File: src/rtl/riscv_mem.sv
// Memory-access pipeline stage: issues load/store requests on a req/ack data port,
// stalls upstream while an access is outstanding, and produces registered writeback.
module riscv_mem #(
  parameter int TIMEOUT = 16
) (
  input  logic        clk,
  input  logic        rst,
  input  logic        valid,
  input  logic [4:0]  rd_in,
  input  logic [31:0] result,
  input  logic [31:0] store_data,
  input  logic [2:0]  funct3,
  input  logic        is_load,
  input  logic        is_store,
  output logic        stall,
  output logic        dmem_req,
  output logic        dmem_we,
  output logic [31:0] dmem_addr,
  output logic [31:0] dmem_wdata,
  output logic [3:0]  dmem_wstrb,
  input  logic [31:0] dmem_rdata,
  input  logic        dmem_ack,
  output logic [4:0]  rd,
  output logic [31:0] wb_data,
  output logic        wb_en,
  output logic        exception
);

  typedef enum logic {IDLE, WAIT} state_t;

  state_t      state_reg, state_next;
  logic        req_reg, req_next, we_reg, we_next;
  logic [31:0] addr_reg, addr_next, wdata_reg, wdata_next;
  logic [3:0]  wstrb_reg, wstrb_next;
  logic [4:0]  rd_reg, rd_next, rd_pend_reg, rd_pend_next;
  logic [31:0] wb_data_reg, wb_data_next;
  logic        wb_en_reg, wb_en_next, exc_reg, exc_next;
  logic [7:0]  cnt_reg, cnt_next;
  logic [2:0]  f3_reg, f3_next;
  logic        ld_reg, ld_next;
  logic [1:0]  off_reg, off_next;

  logic        is_mem, f3_ok, align_ok, legal;
  logic [3:0]  sb_strb, st_strb;
  logic [31:0] st_data, rshift, load_val;
  logic [15:0] half;

  assign is_mem = is_load | is_store;

  always_comb begin
    f3_ok = is_load ? (funct3 inside {3'd0, 3'd1, 3'd2, 3'd4, 3'd5})
                    : (funct3 inside {3'd0, 3'd1, 3'd2});
    case (funct3[1:0])
      2'b01:   align_ok = ~result[0];
      2'b10:   align_ok = (result[1:0] == 2'b00);
      default: align_ok = 1'b1;
    endcase
    legal = (is_load ^ is_store) & f3_ok & align_ok;
  end

  genvar gi;
  generate
    for (gi = 0; gi < 4; gi++) begin : g_sb_lane
      assign sb_strb[gi] = (result[1:0] == 2'(gi));
    end
  endgenerate

  always_comb begin
    case (funct3[1:0])
      2'b00:   begin st_strb = sb_strb;                          st_data = {4{store_data[7:0]}};  end
      2'b01:   begin st_strb = result[1] ? 4'b1100 : 4'b0011;    st_data = {2{store_data[15:0]}}; end
      default: begin st_strb = 4'b1111;                          st_data = store_data;            end
    endcase
  end

  // Lane select uses the byte offset captured at issue, since dmem_addr is word-aligned.
  assign rshift = dmem_rdata >> {off_reg, 3'b000};
  assign half   = off_reg[1] ? dmem_rdata[31:16] : dmem_rdata[15:0];

  always_comb begin
    case (f3_reg)
      3'd0:    load_val = {{24{rshift[7]}}, rshift[7:0]};
      3'd1:    load_val = {{16{half[15]}}, half};
      3'd4:    load_val = {24'd0, rshift[7:0]};
      3'd5:    load_val = {16'd0, half};
      default: load_val = dmem_rdata;
    endcase
  end

  always_comb begin
    state_next   = state_reg;
    req_next     = req_reg;
    we_next      = we_reg;
    addr_next    = addr_reg;
    wdata_next   = wdata_reg;
    wstrb_next   = wstrb_reg;
    rd_next      = rd_reg;
    rd_pend_next = rd_pend_reg;
    wb_data_next = wb_data_reg;
    cnt_next     = cnt_reg;
    f3_next      = f3_reg;
    ld_next      = ld_reg;
    off_next     = off_reg;
    wb_en_next   = 1'b0;
    exc_next     = 1'b0;
    stall        = 1'b0;
    case (state_reg)
      IDLE: begin
        if (valid) begin
          if (!is_mem) begin
            rd_next      = rd_in;
            wb_data_next = result;
            wb_en_next   = (rd_in != 5'd0);
          end else if (legal) begin
            stall        = 1'b1;
            req_next     = 1'b1;
            we_next      = is_store;
            addr_next    = {result[31:2], 2'b00};
            wdata_next   = st_data;
            wstrb_next   = is_store ? st_strb : 4'b0000;
            cnt_next     = 8'd0;
            f3_next      = funct3;
            ld_next      = is_load;
            off_next     = result[1:0];
            rd_pend_next = rd_in;
            state_next   = WAIT;
          end else begin
            exc_next = 1'b1;
            rd_next  = rd_in;
          end
        end
      end
      WAIT: begin
        if (dmem_ack) begin
          req_next   = 1'b0;
          state_next = IDLE;
          if (ld_reg) begin
            rd_next      = rd_pend_reg;
            wb_data_next = load_val;
            wb_en_next   = (rd_pend_reg != 5'd0);
          end
        end else begin
          stall = 1'b1;
          if (cnt_reg == 8'(TIMEOUT - 1)) begin
            req_next   = 1'b0;
            exc_next   = 1'b1;
            state_next = IDLE;
          end else begin
            cnt_next = cnt_reg + 8'd1;
          end
        end
      end
      default: state_next = IDLE;
    endcase
  end

  always_ff @(posedge clk or posedge rst) begin
    if (rst) begin
      state_reg   <= IDLE;
      req_reg     <= 1'b0;
      we_reg      <= 1'b0;
      addr_reg    <= '0;
      wdata_reg   <= '0;
      wstrb_reg   <= '0;
      rd_reg      <= '0;
      rd_pend_reg <= '0;
      wb_data_reg <= '0;
      wb_en_reg   <= 1'b0;
      exc_reg     <= 1'b0;
      cnt_reg     <= '0;
      f3_reg      <= '0;
      ld_reg      <= 1'b0;
      off_reg     <= '0;
    end else begin
      state_reg   <= state_next;
      req_reg     <= req_next;
      we_reg      <= we_next;
      addr_reg    <= addr_next;
      wdata_reg   <= wdata_next;
      wstrb_reg   <= wstrb_next;
      rd_reg      <= rd_next;
      rd_pend_reg <= rd_pend_next;
      wb_data_reg <= wb_data_next;
      wb_en_reg   <= wb_en_next;
      exc_reg     <= exc_next;
      cnt_reg     <= cnt_next;
      f3_reg      <= f3_next;
      ld_reg      <= ld_next;
      off_reg     <= off_next;
    end
  end

  assign dmem_req   = req_reg;
  assign dmem_we    = we_reg;
  assign dmem_addr  = addr_reg;
  assign dmem_wdata = wdata_reg;
  assign dmem_wstrb = wstrb_reg;
  assign rd         = rd_reg;
  assign wb_data    = wb_data_reg;
  assign wb_en      = wb_en_reg;
  assign exception  = exc_reg;

endmodule

File: config.mk
export PLATFORM = sky130hd
export DESIGN_NAME = riscv_mem
export DESIGN_NICKNAME = d
export VERILOG_FILES = /design/src/rtl/riscv_mem.sv
export SDC_FILE = /design/constraint.sdc
export NUM_CORES = 1
export LEC_CHECK = 0
export CORE_MARGIN = 2
export CORE_UTILIZATION = 49
export CTS_CLUSTER_SIZE = 28
export DETAILED_ROUTE_END_ITERATION = 8
export PLACE_DENSITY = 0.86
export SETUP_SLACK_MARGIN = 0.3
export SYNTH_ARGS = -nofsm -noshare
export SYNTH_HDL_FRONTEND = slang
export SYNTH_SLANG_ARGS = --single-unit
File: constraint.sdc
create_clock -name clk -period 7.95 [get_ports clk]
set_input_delay 1.59 -clock clk [delete_from_list [all_inputs] [get_ports clk]]
set_output_delay 1.59 -clock clk [all_outputs]
set_load 0.01 [all_outputs]
# Word level (Yosys, flattened, before mapping)
# Cells that the tools add are included.
# totals
output_inout_bits	110
latch_bits	0
rom_bits	0
wordCells	109
ramBits	0
inputBits	110
ff_bits	127
memories	0
# classes
n_div	0
shifts	1
bitwise_logic	6
n_addsub	1
reduce_logical	13
magnitude_cmp	0
mux	50
multipliers	0
eq_ne	23
# op_table
operator	count
$mux W32	4
$pmux W32 S2	2
$pmux W32 S4	1
$mux W8	5
$shr A32 B5 Y8	1
$mux W5	5
$mux W1	21
$mux W16	1
$pmux W8 S2	1
$reduce_and A4 Y1	4
$reduce_bool A5 Y1	3
$ne A2 B2 Y1 const B	7
$eq A3 B3 Y1 const B	4
$pmux W1 S2	6
$pmux W5 S2	1
$add A8 B1 Y8 const B	1
$eq A8 B4 Y1 const B	1
$mux W4	2
$pmux W4 S2	1
$eq A2 B2 Y1 const B	3
$eq A3 B1 Y1 const B	2
$logic_not A3 Y1	2
$reduce_and A5 Y1	1
$eq A2 B1 Y1 const B	2
10 further kinds	13

# Longest topological paths before layout
# logic_depth
word_depth	9
ltp_mapped	9
mapped_depth_nobuf	6

# Worst setup path before layout
# Ideal clock, no wire load.
# synth_path
path_type	input to output
start	in funct3[1]
end	out stall
cell_stages	6
path_buffers	0
setup_slack_ns	3.493
t_arrival_ns	2.867
required_time_ns	6.360
path_cell_list	inv_1 -> ha_1 -> a21bo_2 -> a31oi_1 -> nand2_1 -> nand2_1
# synth_between
elab_chain_len	9
# synth_lines
element	line	rtl
from (decl)	12	input logic [2:0] funct3,
$eq A3 B1 Y1, or another cell as far along	51, 52	
$reduce_bool A5 Y1 or $reduce_bool A3 Y1 (tied branches)	51, 52	
$mux W1	51	f3_ok = is_load ? (funct3 inside {3'd0, 3'd1, 3'd2, 3'd4, 3'd5})
$and A1 B1 Y1	58	legal = (is_load ^ is_store) & f3_ok & align_ok;
$and A1 B1 Y1 *	58	
$mux W1 *	114	end else if (legal) begin
$mux W1 *	110	if (!is_mem) begin
$mux W1 *	109	if (valid) begin
$pmux W1 S2 *	107	case (state_reg)
to (decl)	15	output logic stall,
# Mark *: on every way between the ends. The rest lies on a longest branch, timed or not.

# Worst setup path in the final report
# Ends and elaborated chain as after synthesis.

==> parameters.txt <==
Parameter                              Value

Clock network
  Buffer cell driving the clock tree root    sky130_fd_sc_hd__clkbuf_16
  Count of hold-fix buffers inserted at cts    0
  Clock Sinks    127
  H-tree level count    4
  Clock latency reported for the late side of the worst-skew pair    about 0.42 ns
  Post-cts resize count    0
  Clock-pin slew on the worst setup and hold paths    approximately 0.05 ns
  TritonCTS clock tree    done
  Number of buffers created by CTS    17
  Number of setup buffers added after CTS    0
  Maximum clock insertion buffer count    2

Route
  Wire length after detailed routing    around 20,000 um
  Post-DR wirelength/cell    19.6 um
  Vias per inst    5.78
  Starting DRC count in detailed routing    395
  Post-route antenna net violation count    0
  Drc violations    0
  Detailed Routing Iterations Pass 1    4
  Number of vias in the routed layout    about 5.8k

Layout
  Number of antenna cells inserted    0
  # nets final    926
  Area Growth Syn to Fin    45.9%
  Layout cell share with drive strength beyond 1    around 7.3%
  Final core area utilization    72.5%
  Post-layout instance count excluding filler cells    ~1,000
  Layout fillers    893

Logic synthesis
  Commonest cells in the netlist    sky130_fd_sc_hd__dfrtp_1 (127), sky130_fd_sc_hd__nand2_1 (83), sky130_fd_sc_hd__a21oi_1 (54), sky130_fd_sc_hd__mux2_1 (45), sky130_fd_sc_hd__nor2_1 (36)
  Count of flip-flops with a built-in enable after synthesis    0
  Synthesized area    slightly above 0.006 mm2
  Warning count from the yosys run    0
  Fraction of registers with async set or reset after synthesis    100%
  Unique masters post-synth    49
  Leading register cell type out of synthesis    sky130_fd_sc_hd__dfrtp_1
  Leading cell types by total area after synthesis    sky130_fd_sc_hd__dfrtp_1 (51%), sky130_fd_sc_hd__mux2_1 (8.1%), sky130_fd_sc_hd__nand2_1 (5.0%), sky130_fd_sc_hd__a21oi_1 (4.3%), sky130_fd_sc_hd__mux2_2 (3.3%)
  Total of flip-flops plus latches after synthesis    between 100 and 150
  Number of instances in the synthesized netlist    606
  Fraction of synthesized cell area taken by the top area cell type    51.1%
  Proportion of synthesized chip area in sequential cells    51.1%
  Most repeated cell in the gate-level netlist after synthesis    sky130_fd_sc_hd__dfrtp_1
  Average footprint of a synthesized cell    10.3 um2
  Largest area contributor in the netlist    sky130_fd_sc_hd__dfrtp_1

Placed design
  Detailed placement HPWL    between 10,000 and 15,000 um
  Number of input and output port buffers inserted    around 220
  Placed Instances    964
  Final RePlAce weighted congestion    0.858

Floorplan
  Total die area    0.0136 mm2
  Area of the core    0.0125 mm2
  Vertical die dimension    117 um
  Die Width    117 um
  Placement Rows    a little over 40
  Initial standard-cell utilization of the core    between 40% and 50%
  Ports    220

Critical path
  Arrival time of data at the critical path endpoint    4.19 ns
  Length in cells of the worst reg-to-reg path    5
  Reg2Reg Setup Slack    5.21 ns
  Crit. End Element    output pin
  Crit Reg-Reg Endpoint    dmem_wdata[18]$_DFFE_PP0P_
  Source of the worst register-to-register timing path    state_reg$_DFF_PP0_
  Element type at the critical path start    primary input
  Critical path launch point    funct3[1]
  Crit Path Class    primary input to output pin
  Maximum fanout count along the critical path    13
  Endpoint of the most critical setup path    stall
  Required time worst endpoint    6.36 ns

Timing
  Relative slew margins    27.7%
  Endpoints failing hold    0
  Worst clock skew    0.00614 ns
  Pin slew with the least headroom to its limit    roughly 1.1 ns
  RSZ-0062 raised after global routing    false
  Time the final worst path needs with I/O delays and setup    5.78 ns
  Hold WS    around 0.48 ns
  Setup-failing EPs final    0
  Final Slew Violations    0
  Final cycle utilization of the critical path    72.7%
  Post-route setup TNS    0 ns
  Upper clock frequency limit    173 MHz

Min path
  Type of the worst min-delay path    flop to flop

Global routing
  Vias in the first global route    5,847
  Global-route usage over all layers    29.2%
  Largest net degree at the start of global routing    83
  Global route total overflow    0
  Initial antenna violation count    0
  First-pass GRT wire length    around 30,000 um

Power and ir drop
  Power density cells    310 mW/mm2
  Maximum vdd drop    0.215 mV
  Leak Pwr    about 3.9 nW

Flow run
  Max-capacitance violation count    0

Run status
  Result of the run    finished clean
## worst min path at each step
stage / startpoint / endpoint / slack, ns / cells after the start
after floorplan: f3_reg[2]$_DFFE_PP0P_ / f3_reg[2]$_DFFE_PP0P_ / 0.46 / 1
after global placement: dmem_addr[15]$_DFFE_PP0P_ / dmem_addr[15]$_DFFE_PP0P_ / 0.47 / 1
after detailed placement: dmem_addr[15]$_DFFE_PP0P_ / dmem_addr[15]$_DFFE_PP0P_ / 0.48 / 1
after CTS: dmem_addr[15]$_DFFE_PP0P_ / dmem_addr[15]$_DFFE_PP0P_ / 0.49 / 1
after global routing: dmem_addr[19]$_DFFE_PP0P_ / dmem_addr[19]$_DFFE_PP0P_ / 0.50 / 1
final: dmem_addr[15]$_DFFE_PP0P_ / dmem_addr[15]$_DFFE_PP0P_ / 0.48 / 1
## critical path: stages
cell                              delay (ns)
sky130_fd_sc_hd__clkdlybuf4s50_1        0.45
sky130_fd_sc_hd__inv_1                  0.20
sky130_fd_sc_hd__ha_1                   0.51
sky130_fd_sc_hd__o21ai_0                0.25
sky130_fd_sc_hd__a211oi_2               0.29
sky130_fd_sc_hd__nand2_1                0.23
sky130_fd_sc_hd__nand2_1                0.12
sky130_fd_sc_hd__clkdlybuf4s50_1        0.53
## power breakdown
group	internal (mW)	switching (mW)
registers	0.866	0.141
clock network	0.499	0.272
logic	0.579	0.455
total	1.94	0.868
## layer usage
metal	share of wire, %	vias up	global-route usage, %
met2	50	307	50.0
met3	9.2	57	8.67
met4	3.2	0	13.0
met1	38	2793	34.1
met5	0	-	0
li1	-	2594	-
## logic make-up (layout without fill, tap and decap cells)
| family | Yosys count | in the layout | share of synthesized area, % |
|---|---|---|---|
| compound gates | 153 | 153 | 15.7 |
| xor+xnor | 4 | 4 | 0.563 |
| fa+ha+maj | 5 | 5 | 1.01 |
| buf+inv | 52 | 268 | 3.78 |
| flops | 127 | 127 | 51.1 |
| mux | 80 | 80 | 14.3 |
| other cells | 1 | 2 | 0.0603 |
| simple gates | 184 | 184 | 13.4 |
## area by class of cell
type	instances	area, um2	share of cell area (%)
timing repair buffer	224	2220	24.5
inverter	13	51.3	0.565
clock buffer	25	505	5.57
tap	172	215	2.37
clock inverter	6	80.1	0.882
sequential	127	3180	35.0
multi-input combinational	428	2820	31.1
## metrics by stage
| stage | cell area (um2) | power (mW) | setup slack [ns] |
|---|---|---|---|
| after floorplan | 6220 | 1.46 | 2.98 |
| after global placement | 8490 | 2.00 | 2.33 |
| after detailed placement | 8490 | 2.04 | 2.20 |
| after CTS | 9070 | 2.82 | 2.18 |
| after global routing | 9070 | 2.96 | 1.98 |
| final | 9070 | 2.81 | 2.17 |
## cell usage in the layout (no fill, tap or decap), types with 7 or more instances in the layout
cell type,synthesis,routed
sky130_fd_sc_hd__mux2_1,45,45
sky130_fd_sc_hd__nor2b_1,11,11
sky130_fd_sc_hd__mux2i_1,16,16
sky130_fd_sc_hd__nor3_1,25,25
sky130_fd_sc_hd__a31oi_1,10,9
sky130_fd_sc_hd__o21ai_0,25,25
sky130_fd_sc_hd__a21oi_1,54,54
sky130_fd_sc_hd__clkbuf_16,0,17
sky130_fd_sc_hd__clkdlybuf4s50_1,0,217
sky130_fd_sc_hd__o221ai_1,7,7
sky130_fd_sc_hd__a2bb2oi_1,14,14
sky130_fd_sc_hd__nor2_1,36,36
sky130_fd_sc_hd__a211oi_1,24,24
sky130_fd_sc_hd__a22oi_1,7,7
sky130_fd_sc_hd__dfrtp_1,127,127
sky130_fd_sc_hd__mux2_2,18,18
sky130_fd_sc_hd__inv_1,13,12
sky130_fd_sc_hd__nand2_1,83,83
sky130_fd_sc_hd__buf_4,9,7
Power figures use the tool's default switching activity.
